[config.mk]
export PLATFORM = sky130hd
export DESIGN_NAME = q_cycle_sequencer
export DESIGN_NICKNAME = d
export VERILOG_FILES = /design/src/rtl/q_cycle_sequencer.sv
export SDC_FILE = /design/constraint.sdc
export NUM_CORES = 1
export LEC_CHECK = 0
export CAP_MARGIN = 20
export CORE_MARGIN = 5
export CORE_UTILIZATION = 50
export CTS_CLUSTER_DIAMETER = 60
export DETAILED_ROUTE_END_ITERATION = 10
export PLACE_DENSITY = 0.8
export SLEW_MARGIN = 30
export SYNTH_ARGS = -nofsm -noshare
export SYNTH_HDL_FRONTEND = slang
export SYNTH_SLANG_ARGS = --single-unit
export TNS_END_PERCENT = 100
[constraint.sdc]
create_clock -name clk -period 4.3 [get_ports clk]
set_input_delay 0.43 -clock clk [delete_from_list [all_inputs] [get_ports clk]]
set_output_delay 0.43 -clock clk [all_outputs]
set_load 0.02 [all_outputs]
[src/rtl/q_cycle_sequencer.sv]
// Q-phase instruction-cycle controller: splits clk into Q1..Q4, drives fetch strobes,
// tracks flush/SLEEP/WAKE and counts retired instructions.
module q_cycle_sequencer #(
    parameter int unsigned CNT_WIDTH = 16
) (
    input  logic                 clk,
    input  logic                 rst,
    input  logic                 sleep_req,
    input  logic                 wake,
    input  logic                 skip_req,
    input  logic                 jump_req,
    output logic [1:0]           phase,
    output logic                 pc_inc,
    output logic                 ir_load,
    output logic                 ex_valid,
    output logic                 asleep,
    output logic [CNT_WIDTH-1:0] retired
);

    typedef enum logic [1:0] {
        ST_FILL  = 2'd0,
        ST_RUN   = 2'd1,
        ST_SLEEP = 2'd2,
        ST_WAKE  = 2'd3
    } state_t;

    localparam logic [1:0] Q1 = 2'd0;
    localparam logic [1:0] Q4 = 2'd3;

    state_t                 state_q, state_d;
    logic [1:0]             phase_q, phase_d;
    logic                   flush_q, flush_d;
    logic [CNT_WIDTH-1:0]   retired_q, retired_d;
    logic                   ex_valid_w;

    // Outputs decode registered state only, so no input reaches an output combinationally.
    assign ex_valid_w = (state_q == ST_RUN) && !flush_q;

    assign phase    = phase_q;
    assign pc_inc   = (phase_q == Q1) && ((state_q == ST_RUN) || (state_q == ST_WAKE));
    assign ir_load  = (phase_q == Q4) && (state_q != ST_SLEEP);
    assign ex_valid = ex_valid_w;
    assign asleep   = (state_q == ST_SLEEP);
    assign retired  = retired_q;

    always_comb begin
        state_d   = state_q;
        phase_d   = phase_q + 2'd1;
        flush_d   = flush_q;
        retired_d = retired_q;
        unique case (state_q)
            ST_FILL: begin
                if (phase_q == Q4) begin
                    state_d = ST_RUN;
                    flush_d = 1'b0;
                end
            end
            ST_RUN: begin
                if (phase_q == Q4) begin
                    // A flushed cycle ignores its own requests, so the flag clears after one NOP.
                    flush_d = ex_valid_w && (skip_req || jump_req || sleep_req);
                    if (ex_valid_w) begin
                        retired_d = retired_q + CNT_WIDTH'(1);
                        if (sleep_req) begin
                            state_d = ST_SLEEP;
                            phase_d = Q1;
                        end
                    end
                end
            end
            ST_SLEEP: begin
                phase_d = Q1;
                if (wake) begin
                    state_d = ST_WAKE;
                end
            end
            ST_WAKE: begin
                if (phase_q == Q4) begin
                    state_d = ST_RUN;
                    flush_d = 1'b0;
                end
            end
            default: begin
                state_d = ST_FILL;
                phase_d = Q1;
            end
        endcase
    end

    always_ff @(posedge clk or posedge rst) begin
        if (rst) begin
            state_q   <= ST_FILL;
            phase_q   <= Q1;
            flush_q   <= 1'b0;
            retired_q <= '0;
        end else begin
            state_q   <= state_d;
            phase_q   <= phase_d;
            flush_q   <= flush_d;
            retired_q <= retired_d;
        end
    end

endmodule

==> results_dict.tcl, run 1 <==
set metrics [dict create \
    status "finished, final reports clean" \
    via_per_inst 4.90 \
    synth_ff_type "dfrtp_1" \
    yosys.area_share.simple_pct 19.2 \
    hold_path.class "flip-flop to flip-flop" \
    fp.dieW_um 55.5 \
    clockRootBuffer "clkbuf_4" \
    peakVddDrop_mv 0.467 \
    setup_viol 0 \
    stdcell_area_um2 1370 \
    ys_seq_area_share_pct 50.7 \
    clk_latency_ns 0.29 \
    yosys.area.top_type_share_pct 50.7 \
    regToRegStartpoint "state_q[1]" \
    path_max_fanout 8 \
    highest_layer "met4" \
    min_path_cells 1 \
    synth.area.mux_share_pct 1.93 \
    diodes 0 \
    die-area_um2 3090 \
    pwr-share-comb_pct 47.4 \
    relSlewSlack_pct 48.2 \
    layout-drive-gt1-share_pct 6.56 \
    synth-edff-count 0 \
    synth_area_per_cell_um2 11.4 \
    cts_tree "built" \
    synth.most_common_cell "dfrtp_1" \
    cts_max_level 1 \
    postRouteAntennaNets 0 \
    post-route-drc-count 0 \
    routed-wl-met2_um 1070 \
    wire_per_inst_um 13.5 \
    grt_usage_pct 13.9 \
    async_flop_share_pct 100 \
    critPathArrivalTime_ns 1.95 \
    syn_nets 103 \
    power.share.clock_pct 13.2 \
    nNetsFinal 135 \
    place_area_um2 1340 \
    max_freq_mhz 420 \
    fin_crit_ns 2.38 \
    netlist-cell-type-count 22 \
    internal_power_uw 429 \
    max_slew.worst_pin.slew_ns 0.776 \
    power.density_nw_per_um2 512 \
    maxCapViolCount 0 \
    grt_max_degree 22 \
    seq_power_share_pct 39.5 \
    startpoint_type "flip-flop" \
    cts_max_path_buffers 2 \
    timing.rr.end "retired[15]" \
    critPathKind "flip-flop to primary output" \
    overflow 0 \
    ioPinCount 28 \
    tns_ns 0 \
    vias 730 \
    r2r_setup_slack_ns 2.52 \
    synth_compound_area_share_pct 5.43 \
    gp_congestion 0.755 \
    netlist_area_um2 1040 \
    fin_crit_sh_pct 55.4 \
    firstDrtPassIters 3 \
    fin_skew_ns 0.00799 \
    post-synth-top-area-cell "dfrtp_1" \
    first_global_vias 808 \
    drt-met1-wl_um 862 \
    hpwl_um 1610 \
    p_sw_uw 271 \
    syn_to_final_growth_pct 32.0 \
    grt_antenna_before_repair 0 \
    clk_pin_slew_ns 0.12 \
    cts-resized-gates 0 \
    fillCellCount 167 \
    r2r_cells 6 \
    end_kind "primary output" \
    ys_top_cells_by_count "21 x dfrtp_1, 10 x nand2_1, 10 x xnor2_1, 8 x inv_1, 6 x ha_1" \
    synth_xor_area_share_pct 12.7 \
    fp.dieH_um 55.5 \
    wl_met3_um 69 \
    cts_buffers 3 \
    required_ns 3.87 \
    place_inst 145 \
    yosys_warnings 0 \
    whs_endpoint "retired[10]" \
    syn_inst 91 \
    final_max_slew_viol_count 0 \
    initial_utilization_pct 52.9 \
    cts_setup_buffers 0 \
    drt_iter0_drc 5 \
    cts_sinks 21 \
    grt_pass1_wl_um 3470 \
    hp-start "retired[10]" \
    swShare_pct 38.7 \
    rsz0062_at_grt "no" \
    core-area_um2 1960 \
    power.leakage_nw 0.677 \
    hold_viol_final 0 \
    wl_um 2020 \
    startpoint "state_q[1]" \
    synth_top_family_by_area "simple AND/OR/NAND/NOR gates" \
    yosys_register_bits 21 \
    io_buffers 27 \
    ctsHoldBuffers 0 \
    synth_fa_ha_area_share_pct 7.24 \
    fp-row-count 16 \
    synth_area_leaders "dfrtp_1 51%, xnor2_1 8.4%, ha_1 7.2%, xor2_1 4.2%, nand2_1 3.6%" \
    stdcell_count 149 \
    power_uw 700 \
]
logic make-up (layout without fill, tap and decap cells):
| kind of cell | Yosys count | in the layout |
|---|---|---|
| adders and majority gates | 6 | 6 |
| xor gates and xnor gates | 15 | 15 |
| AOI/OAI and AO/OA | 7 | 7 |
| buffers and inverters | 8 | 39 |
| muxes | 2 | 2 |
| DFF | 21 | 21 |
| and+or+nand+nor | 32 | 32 |
power groups by stage:
| stage | Combinational [mW] | Clock (mW) | Sequential (mW) |
|---|---|---|---|
| 2_1_floorplan | 0.189 | 0 | 0.299 |
| 3_3_place_gp | 0.327 | 0 | 0.277 |
| 4_1_cts | 0.337 | 0.0967 | 0.276 |
| 3_5_place_dp | 0.335 | 0 | 0.280 |
| 5_1_grt | 0.364 | 0.104 | 0.284 |
| 6_report | 0.332 | 0.0922 | 0.276 |
sequential cells by signal (all words and copies together), names as in the netlist:
signal / cells
retired: 16
phase: 2
state_q: 2
flush_q: 1
worst max-delay path: stages (launching register included):
cell and delay (ns):
dfrtp_1 0.42, inv_1 0.08, ha_1 0.34, nor2b_1 0.19
clkdlybuf4s50_1 0.61
cell type report:
cell class / count / area [um2] / area share, %
tap: 27 / 33.8 / 2.47
timing repair buffer: 27 / 270 / 19.7
multi-input combinational: 62 / 482 / 35.2
clock buffer: 3 / 22.5 / 1.65
clock inverter: 1 / 5.00 / 0.366
sequential: 21 / 526 / 38.4
inverter: 8 / 30.0 / 2.19
how the worst max path moves through the flow:
stage | endpoint | cells after the start
after floorplan | state_q[0] | 5
after global placement | ex_valid | 4
after detailed placement | ex_valid | 4
after CTS | ex_valid | 4
after global routing | ex_valid | 4
final | ex_valid | 4
cell usage in the layout (no fill, tap or decap):
master | synthesis | routed
mux2i_1 | 2 | 2
nand3b_4 | 1 | 1
o31ai_1 | 1 | 1
dfrtp_1 | 21 | 21
and3b_1 | 1 | 1
nand2_1 | 10 | 10
inv_1 | 8 | 8
o21ai_0 | 2 | 2
and3_1 | 2 | 2
ha_1 | 6 | 6
nor2_1 | 5 | 5
nor3_4 | 2 | 2
xor2_1 | 5 | 5
a221oi_2 | 1 | 1
nand3_1 | 4 | 4
nand4_1 | 3 | 3
xnor2_1 | 10 | 10
o21a_1 | 2 | 2
clkinv_2 | 0 | 1
clkbuf_4 | 0 | 3
clkdlybuf4s50_1 | 0 | 27
or2_1 | 1 | 1
o31a_1 | 1 | 1
nor2b_1 | 1 | 1
and4_1 | 2 | 2
routing by layer:
metal / vias up / track usage, %
li1: 366 / -
met1: 349 / 15.1
met2: 13 / 25.3
met3: 2 / 3.26
met4: 0 / 5.90
met5: - / 0
per-stage QoR:
stage                     worst slack [ns]  hold WS (ns)  util [%]
after floorplan                       2.69         0.407         -
final                                 1.92         0.496      69.8
after detailed placement              2.27         0.480      68.4
after global routing                  1.84         0.533      69.8
after CTS                             1.91         0.499      69.8
after global placement                2.33         0.461      68.4
Note: power is estimated with default switching activity, not from simulation.
==> run 2: changes to the inputs <==
--- a/config.mk
+++ b/config.mk
@@ -7,10 +7,10 @@
 export LEC_CHECK = 0
 export CAP_MARGIN = 20
 export CORE_MARGIN = 5
-export CORE_UTILIZATION = 50
+export CORE_UTILIZATION = 42
 export CTS_CLUSTER_DIAMETER = 60
 export DETAILED_ROUTE_END_ITERATION = 10
-export PLACE_DENSITY = 0.8
+export PLACE_DENSITY = 0.72
 export SLEW_MARGIN = 30
 export SYNTH_ARGS = -nofsm -noshare
 export SYNTH_HDL_FRONTEND = slang
==> constraint.sdc (replaced) <==
create_clock -name clk -period 2.02 [get_ports clk]
set_input_delay 0.202 -clock clk [delete_from_list [all_inputs] [get_ports clk]]
set_output_delay 0.202 -clock clk [all_outputs]
set_load 0.02 [all_outputs]
==> run 2 against run 1 <==
Net effect:
- core utilization down 13 points
- clock skew increased by 0.0014 ns
- worst hold slack got worse by 0.29 ns
- non-clock buffer count up 1
- worst setup slack worse by 1.7 ns
- flip-flop and latch count is the same
- clock power rose by 120%
- design area grew 0.73%
- first-iteration DRC count up 60%
==> results_dict.tcl, run 2 (synthesized netlist as in run 1, its figures left out) <==
set metrics [dict create \
    fin_crit_sh_pct 91.0 \
    peakVddDrop_mv 0.829 \
    stdcell_area_um2 1380 \
    grt_antenna_before_repair 0 \
    multi_input_area_um2 484 \
    fp-row-count 18 \
    hpwl_um 1530 \
    syn_to_final_growth_pct 32.9 \
    final_cell_mix "24 x clkdlybuf4s50_1, 21 x dfrtp_1, 10 x xnor2_1, 10 x nand2_1, 8 x inv_1" \
    clk_pin_slew_ns 0.12 \
    fin_skew_ns 0.00939 \
    end_kind "primary output" \
    ioPinCount 28 \
    rsz0062_at_grt "no" \
    nNetsFinal 136 \
    clockRootBuffer "clkbuf_4" \
    clk_latency_ns 0.30 \
    fin_crit_ns 1.84 \
    cts_max_path_buffers 2 \
    grt_usage_pct 12.8 \
    grt_max_degree 22 \
    setup_viol 0 \
    cts_sinks 21 \
    hold_path.class "input port to async pin" \
    firstDrtPassIters 4 \
    maxCapViolCount 0 \
    postRouteAntennaNets 0 \
    power.leakage_nw 0.691 \
    vias 767 \
    power.density_nw_per_um2 1070 \
    die-area_um2 3560 \
    overflow 0 \
    hold_viol_final 0 \
    register_area_um2 526 \
    relSlewSlack_pct 78.6 \
    core-area_um2 2410 \
    path_max_fanout 3 \
    place_area_um2 1350 \
    status "finished, final reports clean" \
    via_per_inst 5.01 \
    gp_congestion 0.723 \
    layout_commonest_cell "clkdlybuf4s50_1" \
    initial_utilization_pct 43.0 \
    startpoint_type "flip-flop" \
    cts_tree "built" \
    layout-drive-gt1-share_pct 8.13 \
    critPathKind "flip-flop to primary output" \
    final_max_slew_viol_count 0 \
    critPathArrivalTime_ns 1.64 \
    cts_buffers 3 \
    required_ns 1.82 \
    io_buffers 27 \
    fp.dieW_um 59.7 \
    cts_setup_buffers 0 \
    drt_iter0_drc 8 \
    post-route-drc-count 0 \
    r2r_setup_slack_ns 0.34 \
    wl_um 1960 \
    max_slew.worst_pin.slew_ns 0.321 \
    wire_per_inst_um 12.8 \
    startpoint "state_q[0]" \
    max_freq_mhz 544 \
    cts-resized-gates 4 \
    ctsHoldBuffers 0 \
    cts_max_level 1 \
    largest_register_ffs 16 \
    regToRegStartpoint "state_q[1]" \
    fp.dieH_um 59.7 \
    fillCellCount 218 \
    first_global_vias 746 \
    grt_pass1_wl_um 3390 \
    power_mw 1.48 \
    diodes 0 \
    tns_ns 0 \
]
==> run 2: changes by cell type in the layout (fill, tap and decap cells not counted) <==
cell / previous run / this run
ha_2: 0 / 1
buf_4: 0 / 1
dlygate4sd2_1: 0 / 3
clkdlybuf4s50_1: 27 / 24
ha_1: 6 / 5
==> run 2: layout make-up <==
type,count,share of cell area (%)
flip-flops and latches,21,38.1
repair buffers,28,19.9
clock inverters,1,0.363
multi-input cells,62,35.1
inverters,8,2.18
clock buffers,3,1.63
well taps,30,2.72
==> run 2: worst max-delay path, stage by stage (launching register included) <==
cell and delay (ns):
dfrtp_1 0.43, inv_1 0.09, ha_1 0.20, clkdlybuf4s50_1 0.62
==> run 2: routing by layer <==
layer	track usage, %	vias to the layer above	routed length, um
li1	-	371	-
met1	15.8	368	886
met2	20.1	24	901
met3	3.89	4	134
met4	6.65	0	35
met5	0	-	0
==> run 2: final timing paths <==
check	end	depth (start not counted)
setup / recovery	asleep	3
hold / removal	retired[10]	3
setup reg to reg	retired[9]	6
hold reg to reg	retired[15]	1
max in group asynchronous	retired[3]	3
min in group clk	retired[15]	1
==> run 2: stage by stage <==
step,utilization (%),cells,hold slack (ns),worst slack [ns]
finish,57.2,153,0.204,0.183
global route,57.2,153,0.204,0.0808
floorplan,-,91,0.179,0.415
global placement,56.1,149,0.459,0.264
detailed placement,56.1,149,0.474,0.217
CTS,57.2,153,0.207,0.166
==> run 2: power breakdown <==
part / switching [mW] / internal (mW) / leakage [nW]
Sequential: 0.0877 / 0.500 / 0.280
Combinational: 0.367 / 0.323 / 0.394
Clock: 0.128 / 0.0738 / 0.0177
==> run 3: changes to the inputs <==
--- a/config.mk
+++ b/config.mk
@@ -6,6 +6,7 @@
 export NUM_CORES = 1
 export LEC_CHECK = 0
 export CAP_MARGIN = 20
+export CORE_ASPECT_RATIO = 0.75
 export CORE_MARGIN = 5
 export CORE_UTILIZATION = 42
 export CTS_CLUSTER_DIAMETER = 60
==> run 3 against run 2 <==
Net effect:
- sequential power about the same
- largest power group unchanged
- clock power up 4%
- global-route usage rose by 0.29 points
- flip-flop and latch count unchanged
- first-iteration DRC count increased to 3.4 times the previous value
- total power hardly changed
- final cell count increased by 2.6%
==> results_dict.tcl, run 3 (synthesized netlist as in run 1, its figures left out) <==
set metrics [dict create \
    final_util_pct 59.6 \
    post-route-drc-count 0 \
    wire_per_inst_um 12.8 \
    place_inst 153 \
    fp.dieW_um 67.4 \
    cts_setup_buffers 0 \
    diodes 0 \
    overflow 0 \
    io_buffers 27 \
    drt_iter0_drc 27 \
    path_cells "inv_1 > ha_1 > clkdlybuf4s50_1" \
    hold_path.class "input port to async pin" \
    hpwl_um 1530 \
    cts_max_path_buffers 2 \
    fin_crit_ns 1.84 \
    stdcell_area_um2 1390 \
    required_ns 1.82 \
    wl_um 2010 \
    cts_tree "built" \
    largest_register_ffs 16 \
    gp_congestion 0.750 \
    regToRegStartpoint "state_q[1]" \
    critPathKind "flip-flop to primary output" \
    core-area_um2 2330 \
    grt_usage_pct 13.1 \
    grt_pass1_wl_um 3440 \
    postRouteAntennaNets 0 \
    pre_cts_ws_ns 0.212 \
    stdcell_count 157 \
    clk_latency_ns 0.31 \
    grt_antenna_before_repair 0 \
    power.share.clock_pct 14.2 \
    cts_sinks 21 \
    max_slew.worst_pin.slew_ns 0.289 \
    maxCapViolCount 0 \
    peakVddDrop_mv 0.823 \
    final_cell_mix "24 x clkdlybuf4s50_1, 21 x dfrtp_1, 10 x xnor2_1, 10 x nand2_1, 8 x inv_1" \
    post-route-worst-setup-slack_ns 0.183 \
    relSlewSlack_pct 80.7 \
    tns_ns 0 \
    r2r_setup_slack_ns 0.33 \
    cts_buffers 3 \
    grt_max_degree 22 \
    power.density_nw_per_um2 1070 \
    setup_viol 0 \
    p_sw_uw 582 \
    rsz0062_at_grt "no" \
    power.leakage_nw 0.689 \
    swShare_pct 39.3 \
    cp_slowest_cell "clkdlybuf4s50_1" \
    initial_utilization_pct 44.6 \
    die-area_um2 3570 \
    critPathArrivalTime_ns 1.63 \
    fillCellCount 230 \
    layout_commonest_cell "clkdlybuf4s50_1" \
    nNetsFinal 136 \
    vias 744 \
    end_kind "primary output" \
    ioPinCount 28 \
    hold_viol_final 0 \
    seq_power_share_pct 39.9 \
    fp.dieH_um 53.0 \
    fin_crit_sh_pct 90.9 \
    status "finished, final reports clean" \
    layout-drive-gt1-share_pct 8.94 \
    syn_to_final_growth_pct 33.7 \
    pwr-share-comb_pct 45.9 \
    r2r_cells 6 \
    timing.rr.end "retired[9]" \
    final_max_slew_viol_count 0 \
    fin_skew_ns 0.00756 \
    internal_power_uw 897 \
    path_max_fanout 3 \
    max_freq_mhz 544 \
    fp-row-count 15 \
    first_global_vias 774 \
    max_stage_delay_ns 0.62 \
    ctsHoldBuffers 0 \
    startpoint_type "flip-flop" \
    firstDrtPassIters 3 \
    place_area_um2 1360 \
    clk_pin_slew_ns 0.12 \
    cp.buffers_inverters 2 \
    via_per_inst 4.74 \
    cp_top_family "buffers and inverters" \
    clockRootBuffer "clkbuf_4" \
    cts_max_level 1 \
    power_mw 1.48 \
    timing.hold.ws_ns 0.194 \
    startpoint "state_q[0]" \
]
run 3: cell counts in the layout (fill, tap and decap cells not counted):
Identical to the previous run, type by type.
run 3: final cells by class:
cell class                      count  area (um2)  share of cell area [%]
Clock buffer                        3        22.5                    1.62
Tap cell                           34        42.5                    3.07
Timing Repair Buffer               28         274                    19.8
Clock inverter                      1        5.00                   0.361
Inverter                            8        30.0                    2.17
Sequential cell                    21         526                    37.9
Multi-Input combinational cell     62         487                    35.1
run 3: worst max path at each step:
stage / endpoint / cells after the start
6_report: asleep / 3
5_1_grt: asleep / 3
4_1_cts: asleep / 3
3_5_place_dp: ex_valid / 4
3_3_place_gp: ex_valid / 4
2_1_floorplan: state_q[0] / 5
run 3: worst reg2reg max path, delay by kind of cell, from the launching register on:
family | cells | cell delay, ns
buffers and inverters | 1 | 0.09
XOR/XNOR | 1 | 0.16
AND/OR/NAND/NOR | 3 | 0.68
adder cells (fa/ha/maj) | 1 | 0.28
flip-flops | 1 | 0.42
run 3: power by group through the flow:
| stage | clock (mW) | combinational, mW | sequential (mW) |
|---|---|---|---|
| 6_report | 0.210 | 0.679 | 0.590 |
| 5_1_grt | 0.241 | 0.745 | 0.606 |
| 4_1_cts | 0.221 | 0.693 | 0.592 |
| 3_5_place_dp | 0 | 0.709 | 0.598 |
| 3_3_place_gp | 0 | 0.696 | 0.590 |
| 2_1_floorplan | 0 | 0.402 | 0.637 |
run 3: timing repair:
action | CTS | global route
hold endpoints to repair | 0 | 0
resized for setup | 5 | 0
endpoints found under the setup margin | 3 | 0
run 3: routing by layer:
layer | part of all wire (%) | vias to the layer above | GRT usage (%)
met1 | 47 | 353 | 15.6
met3 | 4.5 | 4 | 4.67
met5 | 0 | - | 0
met4 | 1.5 | 0 | 6.06
met2 | 47 | 19 | 21.2
li1 | - | 368 | -
